`src/rtl/alu_cmd_driver.sv`:
```
`default_nettype none
// ============================================================================
// Module   : alu_cmd_driver
// Purpose  : Initiator side of the ALU operand/result interface. Accepts one
//            command at a time over a valid/ready channel, registers the
//            operands onto the combinational ALU inputs, holds them for a
//            multicycle settle window and captures result/carry into a
//            registered response channel with tag and error flag.
// Ports    : clk, rst (async, active-high)
//            cmd_valid/cmd_ready, cmd_opcode, cmd_a, cmd_b, cmd_shift, cmd_tag
//            alu_opcode, alu_input1, alu_input2, alu_shiftValue (to ALU)
//            alu_result, alu_carry (from ALU)
//            rsp_valid/rsp_ready, rsp_result, rsp_carry, rsp_tag, rsp_err
//            busy
// Revision : 1.0 - initial release
// ============================================================================
module alu_cmd_driver #(
    parameter int WIDTH      = 128,
    parameter int SHIFT_W    = 5,
    parameter int TAG_W      = 4,
    parameter int SETTLE     = 2,
    parameter int DIV_SETTLE = 8
) (
    input  logic               clk,
    input  logic               rst,
    input  logic               cmd_valid,
    output logic               cmd_ready,
    input  logic [3:0]         cmd_opcode,
    input  logic [WIDTH-1:0]   cmd_a,
    input  logic [WIDTH-1:0]   cmd_b,
    input  logic [SHIFT_W-1:0] cmd_shift,
    input  logic [TAG_W-1:0]   cmd_tag,
    output logic [3:0]         alu_opcode,
    output logic [WIDTH-1:0]   alu_input1,
    output logic [WIDTH-1:0]   alu_input2,
    output logic [SHIFT_W-1:0] alu_shiftValue,
    input  logic [WIDTH-1:0]   alu_result,
    input  logic               alu_carry,
    output logic               rsp_valid,
    input  logic               rsp_ready,
    output logic [WIDTH-1:0]   rsp_result,
    output logic               rsp_carry,
    output logic [TAG_W-1:0]   rsp_tag,
    output logic               rsp_err,
    output logic               busy
);

    localparam int CNT_W = (DIV_SETTLE > 1) ? $clog2(DIV_SETTLE) : 1;

    localparam logic [CNT_W-1:0] C_SET_LOAD = CNT_W'(SETTLE - 1);
    localparam logic [CNT_W-1:0] C_DIV_LOAD = CNT_W'(DIV_SETTLE - 1);

    localparam logic [3:0] C_OP_ADD = 4'd0;
    localparam logic [3:0] C_OP_SUB = 4'd1;
    localparam logic [3:0] C_OP_DIV = 4'd7;

    typedef enum logic [1:0] {
        ST_IDLE   = 2'd0,
        ST_SETTLE = 2'd1,
        ST_RESP   = 2'd2
    } state_t;

    state_t             state_q, state_d;
    logic [CNT_W-1:0]   cnt_q, cnt_d;
    logic               cmd_ready_q, cmd_ready_d;
    logic               busy_q, busy_d;
    logic [3:0]         alu_opcode_q, alu_opcode_d;
    logic [WIDTH-1:0]   alu_input1_q, alu_input1_d;
    logic [WIDTH-1:0]   alu_input2_q, alu_input2_d;
    logic [SHIFT_W-1:0] alu_shift_q, alu_shift_d;
    logic [TAG_W-1:0]   tag_q, tag_d;
    logic               err_q, err_d;
    logic               rsp_valid_q, rsp_valid_d;
    logic [WIDTH-1:0]   rsp_result_q, rsp_result_d;
    logic               rsp_carry_q, rsp_carry_d;
    logic [TAG_W-1:0]   rsp_tag_q, rsp_tag_d;
    logic               rsp_err_q, rsp_err_d;

    always_comb begin
        state_d      = state_q;
        cnt_d        = cnt_q;
        alu_opcode_d = alu_opcode_q;
        alu_input1_d = alu_input1_q;
        alu_input2_d = alu_input2_q;
        alu_shift_d  = alu_shift_q;
        tag_d        = tag_q;
        err_d        = err_q;
        rsp_valid_d  = rsp_valid_q;
        rsp_result_d = rsp_result_q;
        rsp_carry_d  = rsp_carry_q;
        rsp_tag_d    = rsp_tag_q;
        rsp_err_d    = rsp_err_q;

        case (state_q)
            ST_IDLE: begin
                if (cmd_valid && cmd_ready_q) begin
                    alu_opcode_d = cmd_opcode;
                    alu_input1_d = cmd_a;
                    alu_input2_d = cmd_b;
                    alu_shift_d  = cmd_shift;
                    tag_d        = cmd_tag;
                    // Error is decided from the command itself so it does not
                    // depend on anything the ALU returns.
                    err_d        = ((cmd_opcode == C_OP_DIV) && (cmd_b == '0)) ||
                                   cmd_opcode[3];
                    cnt_d        = (cmd_opcode == C_OP_DIV) ? C_DIV_LOAD : C_SET_LOAD;
                    state_d      = ST_SETTLE;
                end
            end
            ST_SETTLE: begin
                if (cnt_q == '0) begin
                    // Illegal opcodes (8-15) never expose whatever the ALU drives.
                    rsp_result_d = alu_opcode_q[3] ? '0 : alu_result;
                    rsp_carry_d  = ((alu_opcode_q == C_OP_ADD) ||
                                    (alu_opcode_q == C_OP_SUB)) ? alu_carry : 1'b0;
                    rsp_err_d    = err_q;
                    rsp_tag_d    = tag_q;
                    rsp_valid_d  = 1'b1;
                    state_d      = ST_RESP;
                end else begin
                    cnt_d = cnt_q - CNT_W'(1);
                end
            end
            ST_RESP: begin
                if (rsp_ready) begin
                    rsp_valid_d = 1'b0;
                    state_d     = ST_IDLE;
                end
            end
            default: begin
                state_d = ST_IDLE;
            end
        endcase

        // Both flags are registered copies of the next state so they line up
        // with the state register without any output decode.
        cmd_ready_d = (state_d == ST_IDLE);
        busy_d      = (state_d != ST_IDLE);
    end

    always_ff @(posedge clk or posedge rst) begin
        if (rst) begin
            state_q      <= ST_IDLE;
            cnt_q        <= '0;
            cmd_ready_q  <= 1'b0;
            busy_q       <= 1'b0;
            alu_opcode_q <= '0;
            alu_input1_q <= '0;
            alu_input2_q <= '0;
            alu_shift_q  <= '0;
            tag_q        <= '0;
            err_q        <= 1'b0;
            rsp_valid_q  <= 1'b0;
            rsp_result_q <= '0;
            rsp_carry_q  <= 1'b0;
            rsp_tag_q    <= '0;
            rsp_err_q    <= 1'b0;
        end else begin
            state_q      <= state_d;
            cnt_q        <= cnt_d;
            cmd_ready_q  <= cmd_ready_d;
            busy_q       <= busy_d;
            alu_opcode_q <= alu_opcode_d;
            alu_input1_q <= alu_input1_d;
            alu_input2_q <= alu_input2_d;
            alu_shift_q  <= alu_shift_d;
            tag_q        <= tag_d;
            err_q        <= err_d;
            rsp_valid_q  <= rsp_valid_d;
            rsp_result_q <= rsp_result_d;
            rsp_carry_q  <= rsp_carry_d;
            rsp_tag_q    <= rsp_tag_d;
            rsp_err_q    <= rsp_err_d;
        end
    end

    assign cmd_ready      = cmd_ready_q;
    assign busy           = busy_q;
    assign alu_opcode     = alu_opcode_q;
    assign alu_input1     = alu_input1_q;
    assign alu_input2     = alu_input2_q;
    assign alu_shiftValue = alu_shift_q;
    assign rsp_valid      = rsp_valid_q;
    assign rsp_result     = rsp_result_q;
    assign rsp_carry      = rsp_carry_q;
    assign rsp_tag        = rsp_tag_q;
    assign rsp_err        = rsp_err_q;

endmodule
`default_nettype wire

```
`config.mk`:
```
export PLATFORM = sky130hd
export DESIGN_NAME = alu_cmd_driver
export DESIGN_NICKNAME = d
export VERILOG_FILES = /design/src/rtl/alu_cmd_driver.sv
export SDC_FILE = /design/constraint.sdc
export NUM_CORES = 1
export LEC_CHECK = 0
export CAP_MARGIN = 5
export CORE_AREA = 3 3 310 312
export CTS_BUF_LIST = sky130_fd_sc_hd__clkbuf_4 sky130_fd_sc_hd__clkbuf_8 sky130_fd_sc_hd__clkbuf_16
export CTS_CLUSTER_DIAMETER = 40
export DETAILED_ROUTE_END_ITERATION = 7
export DIE_AREA = 0 0 313 315
export SYNTH_ARGS = -nofsm -noshare
export SYNTH_HDL_FRONTEND = slang
export SYNTH_SLANG_ARGS = --single-unit
```
`constraint.sdc`:
```
create_clock -name clk -period 43.5 [get_ports clk]
set_input_delay 10.875 -clock clk [delete_from_list [all_inputs] [get_ports clk]]
set_output_delay 10.875 -clock clk [all_outputs]
set_load 0.03 [all_outputs]
```
# After elaboration in Yosys (flattened, before gate mapping)
# Cells that the tools add are included.
# W data, S select, Z words.
[classes] n_reduce_logical=16 addsub=1 eq_ne=8 n_mux=13
[ops] cell="$logic_not A128 Y1" count=1
[ops] cell="$mux W128" count=1
[ops] cell="$mux W3" count=3
[ops] cell="$ne A2 B2 Y1 const B" count=4
[ops] cell="$mux W2" count=3
[ops] cell="$pmux W2 S3" count=1
[ops] cell="$pmux W3 S2" count=1
[ops] cell="$reduce_and A3 Y1" count=2
[ops] cell="$reduce_bool A2 Y1" count=3
[ops] cell="$eq A4 B1 Y1 const B" count=1
[ops] cell="$eq A4 B3 Y1 const B" count=1
[ops] cell="$logic_not A2 Y1" count=2
[ops] cell="$logic_not A4 Y1" count=1
[ops] cell="$reduce_and A2 Y1" count=2
[ops] cell="$logic_not A3 Y1" count=1
[ops] cell="$mux W1" count=3
[ops] cell="$sub A3 B1 Y3 const B" count=1
[ops] cell="$eq A2 B1 Y1 const B" count=1
[ops] cell="$eq A2 B2 Y1 const B" count=1
[ops] cell="$logic_and A1 B1 Y1" count=2
[ops] cell="$logic_or A1 B1 Y1" count=2
[ops] cell="$pmux W1 S2" count=1
[totals] ff_bits=412

# Longest topological paths before layout
[depth] ltp_word=4 ltp_mapped=9 depth_no_buf=7

# Least setup slack after synthesis
# Ideal clock, no wire load.
[synth_timing] kind="input -> register" from="input cmd_valid" to="register alu_input1_q[0] (netlist: alu_input1[0])" stages=5 t_arrival_ns=11.863 path_slack_ns=31.512 path_buffers=3 path_cell_list="nor4bb_1 -> buf_4 -> buf_12 -> buf_12 -> mux2_4"
[synth_via] elab_chain_cells=2
[synth_lines] item="from (decl)" line_no="26" rtl="input logic cmd_valid,"
[synth_lines] item="$logic_and A1 B1 Y1" line_no="96" rtl="if (cmd_valid && cmd_ready_q) begin"
[synth_lines] item="$reduce_and A2 Y1 (no source line)"
[synth_lines] item="to (signal assigned)" line_no="164" rtl="alu_input1_q <= alu_input1_d;"
[synth_lines] item="to (decl)" line_no="68" rtl="logic [WIDTH-1:0] alu_input1_q, alu_input1_d;"
# No other way between the ends.
# A chain may end at the register's enable or synchronous reset.

# Worst setup path after layout
[layout_timing] from="input cmd_valid" to="register alu_input1_q[23] (netlist: alu_input1[23])"
# Same word-level chain as after synthesis.

==> flow_summary.yaml <==
run_status:
  status: "completed"
cells_and_area:
  layout_commonest_cell: "clkdlybuf4s50_1"
  drive_above_1_share_pct: 21.2
  layout.cells.non_filler: 3375
  areaGrowthSynthToFinish_pct: 69.9
  fillers: 9432
  layout.nets: 2454
  utilization_pct: 31.5
  final_cell_mix: "803 x clkdlybuf4s50_1, 411 x dfrtp_1, 200 x mux2_4"
critical_path:
  rr_endpoint: "alu_input1[23]$_DFFE_PP0P_"
  reg2reg_from: "state_q[0]$_DFF_PP0_"
  arrival_ns: 15.92
  start_kind: "input port"
  cp-end-kind: "flop"
  required_ns: 43.98
  cp_slowest_cell: "buf_4"
  crit_family: "buffers and inverters"
  worstPathMaxFanout: 107
  cp_slowest_stage_delay_ns: 0.90
  worst_path_most_repeated_cell: "buf_4"
  path_cells: "clkdlybuf4s50_1, nor4bb_4, buf_12, buf_4, buf_4, buf_4, mux2_4"
  rr_worst_depth: 6
  crit_buf_inv: 5
  rrSetupSlack_ns: 38.34
  worstSetupPathType: "input port to flop"
sta:
  tns_ns: 0
  slew_headroom_pct: 23.1
  drv_slew: 0
  rsz0062_at_grt: "false"
  worst_pin_slew_ns: 1.14
  fmax_ghz: 0.0648
  finalCritPeriodShare_pct: 35.5
  final_hold_viol_count: 0
  setup_ws_ns: 28.06
  fin_skew_ns: 0.0208
  min_period_ns: 15.44
  setup_violations: 0
yosys:
  syn_area_sq_um: 17300
  synth_cell_types: 34
  syn_avg_cell_area_sq_um: 14.1
  synth_warnings: 0
  yosysSeqAreaShare_pct: 59.6
  ys_ff_latch: 412
  ys.flop_type: "dfrtp_1"
  async_reset_ff_share_pct: 100
  synth_cells: 1223
  synth-edff-count: 0
  syn_nets: 1627
global_route:
  grt_pass1_wl_um: 94700
  grt_use_total_pct: 13.0
  grt_overflow_total: 0
  antenna_found_initial: 10
  grt_pass1_vias: 13600
  grt_max_degree: 125
cts:
  cts_resized: 0
  cts_setup_buffers: 0
  cts_root_buf: "clkbuf_16"
  cts_buffer_depth: 3
  clock_sinks: 412
  path_clk_slew_ns: 0.05
  htreeDepth: 3
  clock_latency_ns: 0.62
  hold_buffers: 0
  cts-buffers-inserted: 84
  cts_tree: "done"
drt:
  wl_per_cell_um: 19.5
  via_per_inst: 3.74
  finalWirelength_um: 66000
  drc: 0
  dr.pass1.iters: 5
  vias: 12600
  drt-initial-drc-count: 698
  antenna_left: 0
placed_design:
  dp.cells: 3218
  dp_slack_ns: 27.36
  globalplace.congestion: 0.821
  dp_hpwl_um: 49400
  io_buffers: 803
floorplanning:
  start_util_pct: 18.5
  coreArea_sq_um: 93300
  dieWidth_um: 313
  dieArea_sq_um: 98600
  io_pins: 804
  fp.dieH_um: 315
  std_cell_rows: 112
pwr:
  power_w: 0.00263
  p_leak_nw: 12.3
  cellPowerDensity_nw_per_um2: 89.4
  peakVddDrop_mv: 0.0426
job:
  maxCapViolCount: 0
worst_hold_path:
  hold_depth: 2
  holdCritPathClass: "flop to flop"
  hold_end: "rsp_result[88]$_DFFE_PP0P_"
  worstHoldStart: "rsp_result[88]$_DFFE_PP0P_"
==> how the worst max path moves through the flow <==
stage | start | end | slack, ns | cells past startpoint
floorplan | rst | alu_input1[0]$_DFFE_PP0P_ | 21.16 | 1
global placement | cmd_valid | alu_input1[39]$_DFFE_PP0P_ | 27.40 | 7
detailed placement | cmd_valid | alu_input1[39]$_DFFE_PP0P_ | 27.36 | 7
CTS | cmd_valid | alu_input1[23]$_DFFE_PP0P_ | 28.06 | 7
global route | cmd_valid | alu_input1[26]$_DFFE_PP0P_ | 27.84 | 7
finish | cmd_valid | alu_input1[23]$_DFFE_PP0P_ | 28.06 | 7
==> per-layer routing <==
| layer | routed length [um] | part of all wire [%] | GRT usage, % | up-vias |
|---|---|---|---|---|
| li1 | - | - | - | 5882 |
| met1 | 26500 | 40 | 15.3 | 6135 |
| met2 | 32000 | 48 | 21.3 | 493 |
| met3 | 5570 | 8.4 | 5.15 | 115 |
| met4 | 1960 | 3.0 | 5.01 | 4 |
| met5 | 27 | 0.041 | 0 | - |
==> per-stage QoR <==
stage,area (sq um),hold WS (ns)
final,29400,0.472
after global placement,26300,0.456
after detailed placement,26300,0.470
after global routing,29400,0.495
after CTS,29400,0.478
after floorplan,17300,0.440
==> cells by family (layout without fill, tap and decap cells) <==
group,after synthesis,in the layout,share of synthesized area [%]
adders and majority gates,2,2,0.145
and+or+nand+nor,320,320,9.68
DFF,412,412,59.6
muxes,275,275,22.2
buffers and inverters,79,973,4.41
AOI/OAI and AO/OA,135,135,3.95
other,0,4,0
==> state kept, by name (all words and copies together), names as in the netlist, 3 cells and up <==
register / count
rsp_result: 128
alu_input2: 128
alu_input1: 128
tag_q: 4
rsp_tag: 4
alu_shiftValue: 5
alu_opcode: 4
cnt_q: 3
==> final cells by class <==
type	count	area [sq um]	share of cell area (%)
multi-input combinational	732	6260	21.3
clock inverter	49	688	2.34
inverter	5	26.3	0.0894
sequential	412	10300	35.1
timing repair buffer	815	8150	27.7
tap	1254	1570	5.34
clock buffer	104	2370	8.07
antenna	4	10.0	0.0341
==> synthesized netlist by cell type, types with 2 or more instances <==
| cell type | count | area share [%] |
|---|---|---|
| buf_2 | 10 | 0.29 |
| nor4_1 | 33 | 1.2 |
| ha_1 | 2 | 0.14 |
| buf_12 | 23 | 2.7 |
| mux2_4 | 200 | 17 |
| nand2b_1 | 129 | 4.7 |
| nand4_1 | 7 | 0.25 |
| o21ai_0 | 131 | 3.8 |
| inv_1 | 5 | 0.11 |
| nand2_1 | 134 | 2.9 |
| mux2_2 | 74 | 4.8 |
| dfrtp_1 | 412 | 60 |
| nor2b_1 | 2 | 0.072 |
| clkbuf_1 | 25 | 0.54 |
| buf_6 | 7 | 0.46 |
| nor2_1 | 5 | 0.11 |
| buf_4 | 7 | 0.30 |
==> worst register-to-register path: stages (launching register included) <==
cell and delay (ns):
dfrtp_1 0.43, nor4bb_4 0.91, buf_12 0.48, buf_4 0.97
buf_4 0.91, buf_4 0.96, mux2_4 0.38
==> power breakdown <==
| part | internal [W] | switching [W] | total, W |
|---|---|---|---|
| Clock | 0.000471 | 0.000223 | 0.000694 |
| Sequential | 0.000576 | 0.000113 | 0.000689 |
| Combinational | 0.000585 | 0.000659 | 0.00124 |
| Total | 0.00163 | 0.000996 | 0.00263 |
(Power assumes the default switching activity.)
